### src/rtl/load_unit_pkg.sv
// Shared definitions for the load unit: load type encodings, FSM states
// and legality/alignment helpers. Split states exist with LOAD_MISALIGN_SPLIT_EN.
package load_unit_pkg;

  localparam logic [2:0] LD_LB  = 3'b000;
  localparam logic [2:0] LD_LH  = 3'b001;
  localparam logic [2:0] LD_LW  = 3'b010;
  localparam logic [2:0] LD_LBU = 3'b100;
  localparam logic [2:0] LD_LHU = 3'b101;

  localparam logic [2:0] S_IDLE  = 3'd0;
  localparam logic [2:0] S_REQ   = 3'd1;
  localparam logic [2:0] S_WAIT  = 3'd2;
  localparam logic [2:0] S_DONE  = 3'd3;
`ifdef LOAD_MISALIGN_SPLIT_EN
  localparam logic [2:0] S_REQ2  = 3'd4;
  localparam logic [2:0] S_WAIT2 = 3'd5;
`endif

  function automatic logic ld_legal(input logic [2:0] t);
    logic ok;
    case (t)
      LD_LB, LD_LH, LD_LW,
      LD_LBU, LD_LHU: ok = 1'b1;
      default:        ok = 1'b0;
    endcase
    return ok;
  endfunction

  function automatic logic ld_misaligned(
    input logic [2:0] t,
    input logic [1:0] off
  );
    logic mis;
    case (t)
      LD_LH, LD_LHU: mis = off[0];
      LD_LW:         mis = (off != 2'b00);
      default:       mis = 1'b0;
    endcase
    return mis;
  endfunction

endpackage

### src/rtl/load_extract.sv
// Byte/halfword/word extraction with sign or zero extension from a
// 64-bit window shifted down by the byte offset.
module load_extract
  import load_unit_pkg::*;
(
  input  logic [63:0] i_win,
  input  logic [1:0]  i_off,
  input  logic [2:0]  i_type,
  output logic [31:0] o_data
);

  logic [5:0]  w_sh;
  logic [31:0] w_lo;

  assign w_sh = {i_off, 3'b000};
  assign w_lo = i_win[w_sh +: 32];

  // select and extend the addressed field
  always_comb begin
    o_data = '0;
    case (i_type)
      LD_LB:  o_data = {{24{w_lo[7]}}, w_lo[7:0]};
      LD_LBU: o_data = {24'h0, w_lo[7:0]};
      LD_LH:  o_data = {{16{w_lo[15]}}, w_lo[15:0]};
      LD_LHU: o_data = {16'h0, w_lo[15:0]};
      LD_LW:  o_data = w_lo;
      default: o_data = '0;
    endcase
  end

endmodule

### src/rtl/load_unit.sv
// Load unit: word-aligned memory read, lane extraction, result handshake.
// Optional LOAD_MISALIGN_SPLIT_EN turns misaligned loads into two reads.
module load_unit
  import load_unit_pkg::*;
#(
  parameter int ADDR_W = 32
) (
  input  logic              clk,
  input  logic              rst,
  input  logic              ld_valid,
  output logic              ld_ready,
  input  logic [2:0]        ld_type,
  input  logic [ADDR_W-1:0] ld_addr,
  output logic              mem_req_valid,
  input  logic              mem_req_ready,
  output logic [ADDR_W-1:0] mem_addr,
  input  logic              mem_rvalid,
  input  logic [31:0]       mem_rdata,
  output logic              res_valid,
  input  logic              res_ready,
  output logic [31:0]       res_data,
  output logic              res_err
);

  logic [2:0]  r_state;
  logic [2:0]  r_type;
  logic [1:0]  r_off;
  logic [63:0] w_win;
  logic [31:0] w_ext;
  logic        w_bad;
  logic        w_acc;
`ifdef LOAD_MISALIGN_SPLIT_EN
  logic [31:0] r_rdata1;
`endif

  assign ld_ready = (r_state == S_IDLE) && !rst;
  assign w_acc    = ld_valid && ld_ready;

`ifdef LOAD_MISALIGN_SPLIT_EN
  assign w_bad = !ld_legal(ld_type);
  assign w_win = (r_state == S_WAIT2) ?
                 {mem_rdata, r_rdata1} :
                 {32'h0, mem_rdata};
`else
  assign w_bad = !ld_legal(ld_type) ||
                 ld_misaligned(ld_type, ld_addr[1:0]);
  assign w_win = {32'h0, mem_rdata};
`endif

  load_extract u_extract (
    .i_win  (w_win),
    .i_off  (r_off),
    .i_type (r_type),
    .o_data (w_ext)
  );

  // control FSM and registered outputs
  always_ff @(posedge clk) begin
    if (rst) begin
      r_state       <= S_IDLE;
      r_type        <= LD_LB;
      r_off         <= '0;
      mem_req_valid <= 1'b0;
      mem_addr      <= '0;
      res_valid     <= 1'b0;
      res_data      <= '0;
      res_err       <= 1'b0;
`ifdef LOAD_MISALIGN_SPLIT_EN
      r_rdata1      <= '0;
`endif
    end else begin
      case (r_state)
        S_IDLE: begin
          if (w_acc) begin
            r_type <= ld_type;
            r_off  <= ld_addr[1:0];
            if (w_bad) begin
              res_valid <= 1'b1;
              res_err   <= 1'b1;
              res_data  <= '0;
              r_state   <= S_DONE;
            end else begin
              mem_req_valid <= 1'b1;
              mem_addr      <= {ld_addr[ADDR_W-1:2], 2'b00};
              r_state       <= S_REQ;
            end
          end
        end
        S_REQ: begin
          if (mem_req_ready) begin
            mem_req_valid <= 1'b0;
            r_state       <= S_WAIT;
          end
        end
        S_WAIT: begin
          if (mem_rvalid) begin
`ifdef LOAD_MISALIGN_SPLIT_EN
            if (ld_misaligned(r_type, r_off)) begin
              r_rdata1      <= mem_rdata;
              mem_req_valid <= 1'b1;
              mem_addr      <= mem_addr + ADDR_W'(4);
              r_state       <= S_REQ2;
            end else
`endif
            begin
              res_valid <= 1'b1;
              res_err   <= 1'b0;
              res_data  <= w_ext;
              r_state   <= S_DONE;
            end
          end
        end
`ifdef LOAD_MISALIGN_SPLIT_EN
        S_REQ2: begin
          if (mem_req_ready) begin
            mem_req_valid <= 1'b0;
            r_state       <= S_WAIT2;
          end
        end
        S_WAIT2: begin
          if (mem_rvalid) begin
            res_valid <= 1'b1;
            res_err   <= 1'b0;
            res_data  <= w_ext;
            r_state   <= S_DONE;
          end
        end
`endif
        S_DONE: begin
          if (res_ready) begin
            res_valid <= 1'b0;
            r_state   <= S_IDLE;
          end
        end
        default: r_state <= S_IDLE;
      endcase
    end
  end

endmodule

### config.mk
export PLATFORM = sky130hd
export DESIGN_NAME = load_unit
export DESIGN_NICKNAME = d
export VERILOG_FILES = /design/src/rtl/load_unit_pkg.sv /design/src/rtl/load_extract.sv /design/src/rtl/load_unit.sv
export SDC_FILE = /design/constraint.sdc
export NUM_CORES = 1
export LEC_CHECK = 0
export BUFFER_PORTS_ARGS = -buffer_cell sky130_fd_sc_hd__buf_4
export CAP_MARGIN = 5
export CORE_ASPECT_RATIO = 0.8
export CORE_MARGIN = 2
export CORE_UTILIZATION = 50
export CTS_CLUSTER_SIZE = 25
export DETAILED_ROUTE_END_ITERATION = 10
export MAX_ROUTING_LAYER = met4
export PLACE_DENSITY = 0.87
export SLEW_MARGIN = 20
export SYNTH_ARGS = -nofsm -noshare
export SYNTH_HDL_FRONTEND = slang
export SYNTH_HIERARCHICAL = 1
export SYNTH_SLANG_ARGS = --single-unit
export TNS_END_PERCENT = 10
### constraint.sdc
create_clock -name clk -period 2.3 [get_ports clk]
set_input_delay 0.345 -clock clk [delete_from_list [all_inputs] [get_ports clk]]
set_output_delay 0.345 -clock clk [all_outputs]
set_load 0.02 [all_outputs]
==> results.json <==
{
  "status": "finished, final reports clean",
  "drive_above_1_share_pct": 37.1,
  "finalCritPeriodShare_pct": 85.9,
  "crit_fanout": 17,
  "die_h_um": 82.7,
  "grt_usage_pct": 25.3,
  "synth_top_family_by_area": "compound AO/OA/AOI/OAI gates",
  "nFillCells": 544,
  "skew_ns": 0.00570,
  "dp.cells": 665,
  "synthesis.area_um2": 3870,
  "met1_length_um": 4080,
  "grt_remaining_overflow": 0,
  "slew_viol_final": 0,
  "power_density_nw_per_um2": 798,
  "ant_nets": 0,
  "dr.pass1.iters": 5,
  "hold_buffers": 0,
  "place.port_buffers": 138,
  "drc_errors": 0,
  "start_util_pct": 51.9,
  "top_level_ports": 141,
  "antennaDiodeCount": 0,
  "hold_class": "in2reg",
  "cts_buffers": 9,
  "rsz0062_at_grt": "false",
  "grt_pass1_wl_um": 16000,
  "clkTransAtPathRegs_ns": 0.08,
  "fin_crit_ns": 1.98,
  "finalInstanceArea_um2": 5320,
  "endpoint_kind": "flop",
  "dr_total_vias": 3672,
  "yosys.area.top_type": "dfxtp_1",
  "area_growth_pct": 37.3,
  "finalSetupViolCount": 0,
  "path_class": "reg2reg",
  "htreeDepth": 3,
  "antenna_found_initial": 0,
  "dieArea_um2": 8470,
  "arrival_ns": 2.27,
  "synthMuxAreaShare_pct": 19.5,
  "synth-simple-area-share_pct": 15.2,
  "cts_sinks": 72,
  "drt-total-wl_um": 10300,
  "drt_iter0_drc": 246,
  "hpwl_um": 7800,
  "synthXorXnorAreaFrac_pct": 0,
  "final_cells": 682,
  "p_leak_nw": 2.28,
  "clock.fmax_mhz": 506,
  "route.detailed.vias_per_inst": 5.38,
  "synth_edf_count": 0,
  "fp.coreArea_um2": 7460,
  "crit_path_start_kind": "flop",
  "highest_layer": "met4",
  "ys_ff_latch": 72,
  "gp_congestion": 0.914,
  "synth.top_cell.area_share_pct": 37.2,
  "synthDistinctLibCells": 40,
  "synthTopCellsByArea": "dfxtp_1 (37%), mux4_2 (19%), nand2_1 (9.0%)",
  "clock_latency_ns": 0.35,
  "power_mw": 4.24,
  "hold_viol": 0,
  "grt_start_max_net_pins": 47,
  "detail_route.wl_per_cell_um": 15.2,
  "synth_flop_cell": "dfxtp_1",
  "ir_drop_mv": 0.354,
  "synthAdderAreaFrac_pct": 1.62,
  "root_buffer": "clkbuf_8",
  "ys_seq_area_share_pct": 37.2,
  "cts_setup_buffers": 0,
  "cts_buffer_depth": 2,
  "slew_headroom_pct": 38.1,
  "dr_wl_met2_um": 5110,
  "wl_met3_um": 818,
  "max_slew.worst_pin.slew_ns": 0.927,
  "drv_cap": 0,
  "setup-tns-final_ns": 0,
  "async_flop_share_pct": 0,
  "grt_pass1_vias": 3451,
  "synthCells": 397,
  "dpl-instance-area_um2": 5100,
  "final_util_pct": 71.2,
  "ctsResizeCount": 0,
  "cp.required_ns": 2.60,
  "syn_avg_cell_area_um2": 9.75,
  "rows": 28,
  "cts_tree": "yes",
  "multi_input_area_um2": 2370,
  "seq_area_um2": 1440,
  "chipWidth_um": 102,
  "fin_nets": 650,
  "synth_compound_area_share_pct": 19.9,
  "ys.warnings.count": 6
}
==> where the power goes <==
part           total (mW)  switching [mW]  internal, mW
Sequential           1.49           0.105          1.38
Combinational        1.73           0.932         0.796
Clock                1.02           0.509         0.513
==> cells in the final DEF (no fill, tap or decap), types with 2 or more instances in the layout <==
master    instances
a21o_2            2
ha_1              5
mux4_2           32
a31oi_1          18
buf_4           149
nand2b_1          4
nor2b_1          12
dfxtp_1          71
a22o_2            2
or3_1             2
o21ai_0          11
inv_1             5
a22o_1           30
clkbuf_8          9
or4_1             2
clkinv_4          2
nor2_1            5
nand2_1          93
a21oi_1          39
nand3_1           5
mux2_2            3
conb_1           51
==> routing by layer <==
layer  global-route usage [%]  vias up
li1                         -     1753
met1                     30.4     1723
met2                     40.3      164
met3                     5.72       32
met4                     13.6        0
met5                        -        -
==> cells in the mapped netlist (2+ instances only) <==
master / instances
nor2b_1: 12
buf_4: 5
a22o_2: 2
nand2b_1: 4
buf_6: 8
ha_1: 5
nand2_1: 93
buf_2: 12
mux4_2: 32
or4_1: 2
a31oi_1: 18
a21o_2: 2
clkbuf_1: 11
o21ai_0: 11
a22o_1: 30
or3_1: 2
nor2_1: 5
nand3_1: 5
dfxtp_1: 72
inv_1: 5
mux2_2: 3
a21oi_1: 40
==> critical path: stages, from the launching register on <==
cell and delay [ns]:
dfxtp_1 0.41, inv_1 0.09, ha_1 0.21, inv_1 0.08, a31o_4 0.12, nor3b_4 0.60, buf_6 0.26, a22o_1 0.14
==> final timing paths <==
check / start / end / slack, ns / cells past startpoint
worst max-delay path: r_state[0]$_SDFFE_PP0P_ / res_data[19]$_SDFFE_PP0P_ / 0.32 / 7
worst min-delay path: ld_addr[25] / mem_addr[25]$_SDFFE_PP0P_ / 0.24 / 3
worst max register to register: r_state[0]$_SDFFE_PP0P_ / res_data[19]$_SDFFE_PP0P_ / 0.32 / 7
worst min register to register: mem_addr[13]$_SDFFE_PP0P_ / mem_addr[13]$_SDFFE_PP0P_ / 0.46 / 2
==> logic make-up after synthesis <==
| logic type | after synthesis |
|---|---|
| compound gates | 112 |
| simple gates | 130 |
| mux | 35 |
| buf+inv | 42 |
| flops | 72 |
| other cells | 1 |
| fa+ha+maj | 5 |
==> state kept, by name, indices dropped and copies added (netlist names) <==
signal / count
r_type: 3
res_valid: 1
r_off: 2
r_state: 2
mem_req_valid: 1
mem_addr: 30
res_err: 1
res_data: 32
==> cell type report <==
class	instances	share of cell area, %
multi-input combinational	333	44.6
tap	105	2.47
timing repair buffer	151	21.6
inverter	5	0.353
sequential	72	27.1
clock inverter	7	1.51
clock buffer	9	2.33
==> stage by stage <==
stage	hold WS, ns	setup WS [ns]
6_report	0.237	0.324
5_1_grt	0.231	0.157
4_1_cts	0.232	0.0823
3_5_place_dp	0.448	0.105
3_3_place_gp	0.442	0.159
2_1_floorplan	0.433	0.479
Note: power is estimated with default switching activity, not from simulation.
